### config.mk
export PLATFORM = sky130hd
export DESIGN_NAME = stream_sched
export DESIGN_NICKNAME = d
export VERILOG_FILES = /design/src/rtl/stream_sched_pkg.sv /design/src/rtl/stream_sched_rr_pick.sv /design/src/rtl/stream_sched.sv
export SDC_FILE = /design/constraint.sdc
export NUM_CORES = 1
export LEC_CHECK = 0
export ABC_AREA = 1
export CORE_ASPECT_RATIO = 0.8
export CORE_UTILIZATION = 30
export CTS_CLUSTER_DIAMETER = 30
export DETAILED_ROUTE_END_ITERATION = 10
export GPL_TIMING_DRIVEN = 0
export PLACE_DENSITY = 0.83
export SETUP_SLACK_MARGIN = 0.3
export SKIP_CTS_REPAIR_TIMING = 1
export SYNTH_ARGS = -nofsm -noshare
export SYNTH_HDL_FRONTEND = slang
export SYNTH_HIERARCHICAL = 1
export SYNTH_SLANG_ARGS = --single-unit
### constraint.sdc
create_clock -name CLK -period 1.8 [get_ports CLK]
set_input_delay 0.27 -clock CLK [delete_from_list [all_inputs] [get_ports CLK]]
set_output_delay 0.27 -clock CLK [all_outputs]
set_load 0.03 [all_outputs]
### src/rtl/stream_sched_pkg.sv
// -----------------------------------------------------------------------------
// stream_sched_pkg
//   Shared definitions for the stream scheduler: FSM state encoding, default
//   parameter values, counter width and a select-width helper.
// -----------------------------------------------------------------------------
package stream_sched_pkg;

    localparam int NCH_DEF   = 4;
    localparam int DW_DEF    = 16;
    localparam int BURST_DEF = 4;
    localparam int CNT_W     = 16;
    localparam int BCNT_W    = 4;   // holds BURST up to 15

    localparam logic [1:0] ST_IDLE  = 2'd0;
    localparam logic [1:0] ST_ARB   = 2'd1;
    localparam logic [1:0] ST_RUN   = 2'd2;
    localparam logic [1:0] ST_DRAIN = 2'd3;

    typedef enum logic [1:0] {
        S_IDLE  = ST_IDLE,
        S_ARB   = ST_ARB,
        S_RUN   = ST_RUN,
        S_DRAIN = ST_DRAIN
    } state_t;

    // Width of a channel index; never narrower than one bit.
    function automatic int sel_w(input int n);
        return (n > 1) ? $clog2(n) : 1;
    endfunction

endpackage

### src/rtl/stream_sched_rr_pick.sv
// -----------------------------------------------------------------------------
// rr_pick
//   Combinational rotating-priority picker. Searches req[] starting at
//   last+1 with wrap-around and returns the first set index.
// Ports:
//   req   in  NCH  request vector
//   last  in  SW   most recently granted index
//   valid out 1    some request is set
//   idx   out SW   chosen index (0 when valid=0)
// -----------------------------------------------------------------------------
module rr_pick
    import stream_sched_pkg::*;
#(
    parameter int NCH = NCH_DEF,
    parameter int SW  = sel_w(NCH_DEF)
) (
    input  logic [NCH-1:0] req,
    input  logic [SW-1:0]  last,
    output logic           valid,
    output logic [SW-1:0]  idx
);

    logic [SW-1:0] w_c;

    function automatic int rr_wrap(input int base, input int off);
        int s;
        s = base + off;
        return (s >= NCH) ? s - NCH : s;
    endfunction

    // Scan from the farthest candidate to the nearest so the channel closest
    // after 'last' is the one that sticks.
    always_comb begin
        // NOTE: every output gets a default first so no path leaves it unassigned (no latch).
        valid = 1'b0;
        idx   = '0;
        w_c   = '0;
        for (int k = NCH; k >= 1; k--) begin
            w_c = SW'(rr_wrap(int'(last), k));
            if (req[w_c]) begin
                valid = 1'b1;
                idx   = w_c;
            end
        end
    end

endmodule

### src/rtl/stream_sched.sv
// -----------------------------------------------------------------------------
// stream_sched
//   Round-robin scheduler time-sharing one FIFO-to-FIFO word engine among NCH
//   source/destination FIFO pairs. Grants a channel for up to BURST words and
//   only switches once the engine has finished its current word.
// Optional build macro: STREAM_SCHED_STATS_EN enables per-channel saturating
//   completed-word counters on ch_cnt; otherwise ch_cnt is tied to zero.
// Ports:
//   CLK, RSTN (async, active-low), EN        clock / reset / enable
//   src_empty, src_rd, src_data              channel source FIFOs
//   dst_full, dst_wr, dst_data               channel destination FIFOs
//   eng_cs, eng_empty, eng_full, eng_di      to the engine
//   eng_rd, eng_wr, eng_do                   from the engine
//   busy, cur_ch, ch_cnt                     status
// -----------------------------------------------------------------------------
module stream_sched
    import stream_sched_pkg::*;
#(
    parameter int NCH   = NCH_DEF,
    parameter int DW    = DW_DEF,
    parameter int BURST = BURST_DEF
) (
    input  logic                 CLK,
    input  logic                 RSTN,
    input  logic                 EN,
    input  logic [NCH-1:0]       src_empty,
    output logic [NCH-1:0]       src_rd,
    input  logic [NCH*DW-1:0]    src_data,
    input  logic [NCH-1:0]       dst_full,
    output logic [NCH-1:0]       dst_wr,
    output logic [DW-1:0]        dst_data,
    output logic                 eng_cs,
    output logic                 eng_empty,
    output logic                 eng_full,
    input  logic                 eng_rd,
    output logic [DW-1:0]        eng_di,
    input  logic                 eng_wr,
    input  logic [DW-1:0]        eng_do,
    output logic                 busy,
    output logic [2:0]           cur_ch,
    output logic [NCH*CNT_W-1:0] ch_cnt
);

    localparam int SW = sel_w(NCH);
    localparam logic [NCH-1:0] ONE_HOT0 = NCH'(1);

    state_t            r_state;
    logic [SW-1:0]     r_sel;
    logic [SW-1:0]     r_last;
    logic [BCNT_W-1:0] r_burst_cnt;
    logic              r_in_flight;

    logic              w_word_busy;
    logic              w_burst_done;
    logic [NCH-1:0]    w_eligible;
    logic              w_pick_valid;
    logic [SW-1:0]     w_pick_idx;

    // A word is in progress from its RD strobe until its WR strobe.
    assign w_word_busy  = r_in_flight | eng_rd;
    assign w_burst_done = (r_burst_cnt == BCNT_W'(BURST));
    assign w_eligible   = ~src_empty & ~dst_full;

    rr_pick #(.NCH(NCH), .SW(SW)) u_pick (
        .req   (w_eligible),
        .last  (r_last),
        .valid (w_pick_valid),
        .idx   (w_pick_idx)
    );

    // Mux follows the registered select only, so it cannot move mid-word.
    assign eng_empty = src_empty[r_sel];
    assign eng_full  = dst_full[r_sel];
    assign eng_di    = src_data[r_sel*DW +: DW];
    assign dst_data  = eng_do;
    assign src_rd    = eng_rd ? (ONE_HOT0 << r_sel) : '0;
    assign dst_wr    = eng_wr ? (ONE_HOT0 << r_sel) : '0;

    assign eng_cs = (r_state == S_RUN) & EN & ~w_burst_done;
    assign busy   = (r_state != S_IDLE);
    assign cur_ch = 3'(r_sel);

    // NOTE: state registers use non-blocking assignments so every flop samples pre-edge values.
    always_ff @(posedge CLK or negedge RSTN) begin
        if (!RSTN) begin
            r_state     <= S_IDLE;
            r_sel       <= '0;
            r_last      <= SW'(NCH - 1);
            r_burst_cnt <= '0;
            r_in_flight <= 1'b0;
        end else begin
            if (eng_rd)
                r_in_flight <= 1'b1;
            else if (eng_wr)
                r_in_flight <= 1'b0;

            case (r_state)
                S_IDLE: begin
                    if (EN)
                        r_state <= S_ARB;
                end
                S_ARB: begin
                    if (!EN) begin
                        r_state <= S_IDLE;
                    end else if (w_pick_valid) begin
                        r_sel       <= w_pick_idx;
                        r_last      <= w_pick_idx;
                        r_burst_cnt <= '0;
                        r_state     <= S_RUN;
                    end
                end
                S_RUN: begin
                    if (eng_wr && !w_burst_done)
                        r_burst_cnt <= r_burst_cnt + 1'b1;
                    // A full destination alone keeps us here; the engine stalls itself.
                    if (!w_word_busy && (eng_empty || !EN || w_burst_done))
                        r_state <= S_DRAIN;
                end
                S_DRAIN: begin
                    // Covers the engine's FIN cycle with eng_cs low.
                    r_state <= EN ? S_ARB : S_IDLE;
                end
                default: r_state <= S_IDLE;
            endcase
        end
    end

`ifdef STREAM_SCHED_STATS_EN
    logic [CNT_W-1:0] r_ch_cnt [NCH];

    // NOTE: the counter array is a small flop bank, so it takes the async reset like any state.
    always_ff @(posedge CLK or negedge RSTN) begin
        if (!RSTN) begin
            for (int i = 0; i < NCH; i++)
                r_ch_cnt[i] <= '0;
        end else if (r_state == S_RUN && eng_wr && r_ch_cnt[r_sel] != '1) begin
            r_ch_cnt[r_sel] <= r_ch_cnt[r_sel] + 1'b1;
        end
    end

    for (genvar g = 0; g < NCH; g++) begin : g_cnt
        assign ch_cnt[g*CNT_W +: CNT_W] = r_ch_cnt[g];
    end
`else
    assign ch_cnt = '0;
`endif

endmodule

# --- Yosys cells after proc, flatten, opt, wreduce, memory -nomap -nowiden ---
# Index checks and enable logic that the tools add are counted.
totals:
  regBits: 11
  word_cells: 94
op_classes:
  add_sub_neg: 9
  magnitude_cmp: 9
  n_eq_ne: 10
  shifts: 2
  muxes: 38
  bitwise: 7
  n_reduce_logical: 14
ops:
  columns: ["cell", "count"]
  rows:
  - ["$shiftx 64x7->16", 1]
  - ["$mux 2", 12]
  - ["$mux 4", 5]
  - ["$lt 2x3->1 const B", 5]
  - ["$mux 1", 13]
  - ["$bmux 1 s2", 6]
  - ["$ge 3x3->1 const B", 3]
  - ["$not 4->4", 2]
  - ["$pmux 2 s4", 1]
  - ["$pmux 4 s2", 1]
  - ["$sub 2x1->2 const B", 4]
  - ["$add 2x2->3 const B", 2]
  - ["$ne 2x1->1 const B", 3]
  - ["$reduce_and 3->1", 2]
  - ["$reduce_bool 2->1", 3]
  - ["$add 2x3->4 const B", 1]
  - ["$add 4x1->4 const B", 1]
  - ["$and 4x4->4", 1]
  - ["$eq 2x2->1 const B", 2]
  - ["$eq 4x3->1 const B", 1]
  - ["$ge 4x3->1 const B", 1]
  - ["$ne 2x2->1 const B", 2]
  - ["$reduce_and 4->1", 1]
  - ["$shl 1x2->4 const A", 1]
  - ["other kinds (10)", 15]

# --- Depth between registers and ports, before layout ---
depth:
  depth_word: 12
  mapped_depth: 12

# --- Cells and area by module ---
# The synthesis kept the hierarchy.
modules_own_cells:
  columns: ["mod", "instances", "cells_per_inst", "area_per_inst_um2", "seq_area_each_um2"]
  rows:
  - ["stream_sched", 1, 265, 1749.2, 277.8]
  - ["rr_pick", 1, 51, 246.5, 0.0]

# --- Least setup slack after synthesis ---
# No wires, ideal clock.
synth_path:
  path_type: "reg2out"
  startpoint: "register r_sel[1]"
  endpoint: "output dst_wr[0]"
  arrival_time_ns: 1.486
  setup_slack_ns: 0.044
  path_stages_with_launch: 6
  path_buffers: 2
  cell_sequence: "dfrtp_1 buf_4 nor2_4 buf_4 inv_1 nor2_1"
synth_via:
  elab_chain_len: 2
synth_lines:
  columns: ["element", "line", "source"]
  rows:
  - ["from (decl)", "stream_sched.sv:48", "logic [SW-1:0] r_sel;"]
  - ["from (signal assigned)", "stream_sched.sv:106", "r_sel <= w_pick_idx;"]
  - ["$shl 1x2->4", "stream_sched.sv:77", "assign dst_wr = eng_wr ? (ONE_HOT0 << r_sel) : '0;"]
  - ["$mux 4", "stream_sched.sv:77", null]
  - ["to (decl)", "stream_sched.sv:30", "output logic [NCH-1:0] dst_wr,"]
# Every way passes these cells.

# --- Worst setup path after layout ---
layout_path:
  startpoint: "register r_sel[1]"
  endpoint: "output eng_di[4]"
layout_via:
  elab_chain_len: 1
layout_lines:
  columns: ["element", "line", "source"]
  rows:
  - ["$shiftx 64x7->16", "stream_sched.sv:74", "assign eng_di = src_data[r_sel*DW +: DW];"]
  - ["to (decl)", "stream_sched.sv:36", "output logic [DW-1:0] eng_di,"]
# Every way passes these cells.

==> qor_table.md <==
| Quantity | Value |
|:---|:---|
| Sequential cell area | 282 um^2 |
| P_leak | 0.00219 uW |
| NetSw | 2640 uW |
| Number of setup violations in the final report | 3 |
| CP endpoint kind | primary output |
| Peak supply drop | 0.970 mV |
| DRT iter0 DRCs | 58 |
| Post-Route Skew | 0.000955 ns |
| Type of the worst setup path | flip-flop to primary output |
| I/O pin count | 204 |
| Place WS | -0.309 ns |
| DRC violations left | 0 |
| Die Outline Area | 6980 um^2 |
| Pre-Repair DR Iteration Count | 4 |
| ANT cells | 0 |
| Gr ovfl total | 0 |
| Violated checks | setup timing |
| Cell area after synthesis | 2000 um^2 |
| Filler Cell Count | 536 |
| EDFF count, synth | 0 |
| Core Area | 6410 um^2 |
| CTS HTree Levels | 1 |
| Antenna Nets Post-Route | 0 |
| Result of the run | finished, violations left |
| Top cell type's share of synthesized area | 0.312 |
| Final hold slack | 0.354 ns |
| Start of the worst register-to-register path | r_last[0] |
| Flip-flop cell with the highest count after synthesis | sky130_fd_sc_hd__dfrtp_1 |
| Share of async-settable or async-resettable flops after synthesis | 1.00 |
| Avg Inst Size Synth | 6.32 um^2 |
| Post-synth cell types | 28 |
| Root buf cell | sky130_fd_sc_hd__clkbuf_8 |
| Skew-Pair Late Insertion Delay | 0.25 ns |
| Maximum clock insertion buffer count | 2 |
| Required arrival time at the worst endpoint | 1.53 ns |
| Count of input and output buffers | 122 |
| Part of the total power dissipated in sequential elements | 0.091 |
| Initial antenna violation count | 0 |
| CTS tree | done |
| Top post-synthesis cells by count | 99 x sky130_fd_sc_hd__nand2_1, 83 x sky130_fd_sc_hd__buf_4, 24 x sky130_fd_sc_hd__nand3_1, 20 x sky130_fd_sc_hd__inv_1, 16 x sky130_fd_sc_hd__nor2_1 |
| Largest fanout on the critical path | 7 |
| Hold violation total from the final report | 0 |
| Most common cell in the netlist | sky130_fd_sc_hd__nand2_1 |
| Weighted congestion at the end of routability-driven global placement | 0.880 |
| Sequential cell area fraction in the yosys report | 0.139 |
| Total power divided by cell area | 1210 nW/um^2 |
| Per-cell routed wire length | 11.8 um |
| RSZ-0062 raised after global routing | yes |
| Post-detailed-route via-to-cell ratio | 4.12 |
| Register bit total from synthesis | 11 |
| Dpl cell area | 3610 um^2 |
| Wirelength, routed | 7210 um |
| First-pass GRT wire length | 9230 um |
| Worst Setup Slack, final | -0.00793 ns |
| Largest net degree at the start of global routing | 12 |
| Clock power share | 0.053 |
| Top achievable clock speed | 0.553 GHz |
| Count of final max-slew check failures | 0 |
| Max Cap Viol | 0 |
| Area of the multi-input gates | 1400 um^2 |
| Effective utilization at floorplan | 0.311 |
| Post-synthesis cell type with the largest combined area | sky130_fd_sc_hd__buf_4 |
| Int Pwr | 2320 uW |
| Startpoint types | flip-flop |
| Post-layout utilization of the core | 0.636 |
| Horiz. Die Dim | 93.2 um |
| Top post-synthesis cells by area | sky130_fd_sc_hd__buf_4 31%, sky130_fd_sc_hd__nand2_1 19%, sky130_fd_sc_hd__dfrtp_1 11% |
| Share of the clock period used by the worst path after layout | 1.00 |
| Sw Ratio | 0.532 |
| Fraction of final layout cells sized beyond drive strength 1 | 0.412 |
| Total of warnings raised by yosys | 6 |
| Clock transition at the register clock pins on the worst setup and hold paths after CTS | 0.05 ns |
| Post-synthesis cell count | 316 |
| Fin crit period | 1.81 ns |
| Total number of placement rows | 26 |
| Clock sink count | 11 |
| Timing startpoint of the critical path | r_sel[1] |
| Overall fraction of global-route tracks in use | 0.167 |
| Clock buffers created by TritonCTS | 3 |
| Via count of the first global-routing pass | 2,004 |
| Vertical die dimension | 75.0 um |
| Classification of the worst-slack hold path | input pin to async pin |
| Total negative slack for setup checks | -0.0112 ns |
| Arrival time at the worst endpoint | 1.54 ns |
| Net count, final | 623 |
| Layout area overhead | 104% |
| Final standard cell area without fillers | 4080 um^2 |
| Via count | 2,520 |
| Detailed Place HPWL | 5560 um |
| Share of total power in combinational logic | 0.856 |
[power groups by stage]
stage / clock [uW] / combinational [uW] / sequential (uW)
2_1_floorplan: 0 / 2270 / 466
3_3_place_gp: 0 / 3460 / 441
3_5_place_dp: 0 / 3490 / 448
4_1_cts: 262 / 3490 / 445
5_1_grt: 279 / 4520 / 464
6_report: 262 / 4240 / 451
[metrics by stage]
stage	power [uW]	cells
global placement	3900	586
finish	4950	611
CTS	4200	590
global route	5260	611
floorplan	2730	380
detailed placement	3940	586
[worst paths after layout]
path                             end  slack [ns]  cells after the start
min in group CLK           r_last[0]        0.49                      2
min                        async pin        0.35                      1
max in group asynchronous   r_sel[1]        1.08                      1
min reg2reg                r_last[0]        0.49                      2
max reg2reg                 r_sel[0]        0.15                     12
max                        eng_di[4]      -0.008                      6
[metal layers]
metal | wire, um | GRT usage | share of wire | vias up
met5 | 0 | 0 | 0 | -
met4 | 161 | 0.0530 | 0.022 | 0
met3 | 455 | 0.0263 | 0.063 | 15
met2 | 4070 | 0.338 | 0.56 | 101
met1 | 2530 | 0.178 | 0.35 | 1132
li1 | - | - | - | 1272
[sequential cells by signal, summed over array words and instances, names as in the netlist, named ones only]
| name | cells |
|---|---|
| r_burst_cnt | 4 |
| r_in_flight | 1 |
| r_last | 2 |
| r_sel | 2 |
| r_state | 1 |
[area by class of cell]
class	count	area share
repair buffers	143	0.352
multi-input cells	255	0.343
plain buffers	87	0.170
flip-flops and latches	11	0.0690
inverters	27	0.0298
well taps	84	0.0258
clock buffers	4	0.0110
[critical path: stages (launching register included)]
cell and delay (ns):
sky130_fd_sc_hd__dfrtp_2 0.42, sky130_fd_sc_hd__buf_8 0.15, sky130_fd_sc_hd__nor2_4 0.25, sky130_fd_sc_hd__buf_6 0.17, sky130_fd_sc_hd__a22oi_1 0.08, sky130_fd_sc_hd__nand3_1 0.09
sky130_fd_sc_hd__buf_6 0.13
[cells in the final DEF, fill, tap and decap left out, types with 9 or more instances in the layout]
master                            count
sky130_fd_sc_hd__buf_4               99
sky130_fd_sc_hd__buf_6               31
sky130_fd_sc_hd__conb_1              65
sky130_fd_sc_hd__nand2_1             81
sky130_fd_sc_hd__inv_1               14
sky130_fd_sc_hd__nand3_1             18
sky130_fd_sc_hd__nand4_1             10
sky130_fd_sc_hd__dlymetal6s2s_1       9
sky130_fd_sc_hd__nand2_4             10
sky130_fd_sc_hd__clkdlybuf4s50_1     86
sky130_fd_sc_hd__nand2_2             19
[kinds of logic after synthesis]
kind of cell,Yosys count,share of synthesized area
AO/OA/AOI/OAI,19,0.0608
AND/OR/NAND/NOR,168,0.386
XOR/XNOR,1,0.00439
other,1,0.00188
flip-flops,11,0.139
buffers and inverters,114,0.395
adder cells (fa/ha/maj),2,0.0125
Note: power is estimated with default switching activity, not from simulation.
==> variant: new RTL, config.mk and constraints unchanged <==
Add a define of `STREAM_SCHED_STATS_EN`.
--- a/src/rtl/stream_sched.sv
+++ b/src/rtl/stream_sched.sv
@@ -13,6 +13,8 @@
 //   eng_rd, eng_wr, eng_do                   from the engine
 //   busy, cur_ch, ch_cnt                     status
 // -----------------------------------------------------------------------------
+`define STREAM_SCHED_STATS_EN
+
 module stream_sched
     import stream_sched_pkg::*;
 #(
Check against the original RTL: not equivalent (Yosys sat finds a counterexample within 4 cycles, from zero or initial values and one cycle with RSTN low).
==> variant against the original RTL <==
  * The run still ends with setup timing left
  * Maximum frequency shrank 21%
  * Worst setup slack lost 0.48 ns
  * Synthesized area is 150% higher
  * Routed wire length grew to 2.8 times the old value
  * Total power up 110%
  * Via count up 130%
  * Global-route usage grew 4.1 points
  * Cell area grew 120%
  * Register-to-register slack worse by 0.63 ns
  * Sequential cell count grew 64
  * Critical endpoint is now ch_cnt[11]
==> variant: results (changes against the original RTL) <==
{
  "yosys": {
    "synthTopCellsByCount": "303 x nand2_1, 73 x dfrtp_1, 60 x nand3_1, 49 x nor2_1, 38 x inv_1",
    "synth_adder_area_share": {"value": 0.768, "unit": "%", "change": "-0.49 points"},
    "synth_cell_type_count": {"value": 34, "change": "+21%"},
    "synth_compound_area_share": {"value": 8.73, "unit": "%", "change": "+2.6 points"}
  },
  "timing": {
    "hold_ws": {"value": 0.344, "unit": "ns", "change": "-0.00965 ns"},
    "postLayoutSetupSlackWorst": {"value": -0.484, "unit": "ns", "change": "-0.476 ns"},
    "clock-skew-final": {"value": 0.00751, "unit": "ns", "change": "+0.00655 ns"},
    "setup_viol": {"value": 86, "change": "+83"}
  },
  "clock_tree": {
    "clock_latency": {"value": 0.35, "unit": "ns", "change": "+0.10 ns"}
  },
  "power_and_ir_drop": {
    "pg_clk": {"value": 1.89, "unit": "mW", "change": "+620%"},
    "power.combinational.total": {"value": 6.47, "unit": "mW", "change": "+53%"},
    "power.leakage": {"value": 5.06, "unit": "nW", "change": "+130%"},
    "ir_worst_vdd": {"value": 0.548, "unit": "mV", "change": "-44%"}
  },
  "routing": {
    "avgViaCountPerCell": {"value": 5.07, "change": "+23%"},
    "wl_met2": {"value": 9400, "unit": "um", "change": "+130%"},
    "drt_pass1_iterations": {"value": 6, "change": "+2"}
  },
  "grt": {
    "grt_use_met3": {"value": 4.18, "unit": "%", "change": "+1.6 points"},
    "grt_use_met2": {"value": 29.9, "unit": "%", "change": "-4.0 points"},
    "grt_pass1_wl": {"value": 26200, "unit": "um", "change": "+180%"},
    "groute.usage.overall": {"value": 20.8, "unit": "%", "change": "+4.1 points"}
  },
  "run_status": {
    "failing_checks": "setup timing",
    "outcome": "finished with violations"
  },
  "place": {
    "dpl.hpwl": {"value": 13500, "unit": "um", "change": "+140%"},
    "post-place-cells": {"value": 1100, "change": "+88%"}
  },
  "final_layout": {
    "largest_register_ffs": {"value": 64, "change": "+60"},
    "nNetsFinal": {"value": 1040, "change": "+67%"}
  },
  "setup_path": {
    "worstReg2RegStart": "r_sel[1]"
  }
}
[variant: cell count changes after synthesis, moves of 6 or more]
cell     before  now
buf_4        83   25
a22oi_1       8   25
nand3_1      24   60
nor2_1       16   49
o21ai_1       2   29
buf_6         3    9
xor2_1        1    7
inv_1        20   38
a21oi_1       0    6
dfrtp_1       9   73
nand2_1      99  303
[variant: worst max path at each step]
stage | end | slack [ns] | depth (start not counted)
5_1_grt | ch_cnt[7] | -0.57 | 16
3_3_place_gp | r_sel[0] | -2.39 | 1
6_report | ch_cnt[11] | -0.48 | 15
4_1_cts | eng_di[3] | -1.37 | 8
2_1_floorplan | ch_cnt[21] | -0.22 | 15
3_5_place_dp | eng_di[3] | -1.0 | 8
[variant: critical path: stages (launching register included)]
cell	delay [ns]
dfrtp_2	0.46
buf_6	0.14
nor2_4	0.19
buf_6	0.15
nand2_1	0.05
nand2_1	0.07
nor2_2	0.05
inv_2	0.11
nand3_4	0.11
nor2_4	0.24
nand2_8	0.13
nand2_8	0.12
nor2_4	0.07
clkbuf_16	0.16
nand2_1	0.06
nand2_1	0.05
[variant: per-stage QoR]
step	TNS, ns	total power, mW	utilization (%)	worst slack, ns
global placement	-203.07	7.09	45.7	-2.39
detailed placement	-48.82	7.14	45.8	-0.997
floorplan	-15.34	5.28	-	-0.222
finish	-34.55	10.5	55.7	-0.484
CTS	-58.33	9.05	47.8	-1.37
global route	-41.01	10.9	55.7	-0.569
[variant: cell type report]
class / instances / share of cell area (%)
Buffer: 44 / 5.90
Clock inverter: 5 / 0.694
Timing Repair inverter: 1 / 0.0566
Tap cell: 215 / 3.04
Sequential cell: 75 / 21.3
Clock buffer: 11 / 2.86
Timing Repair Buffer: 233 / 29.2
Inverter: 45 / 2.38
Multi-Input combinational cell: 535 / 34.6
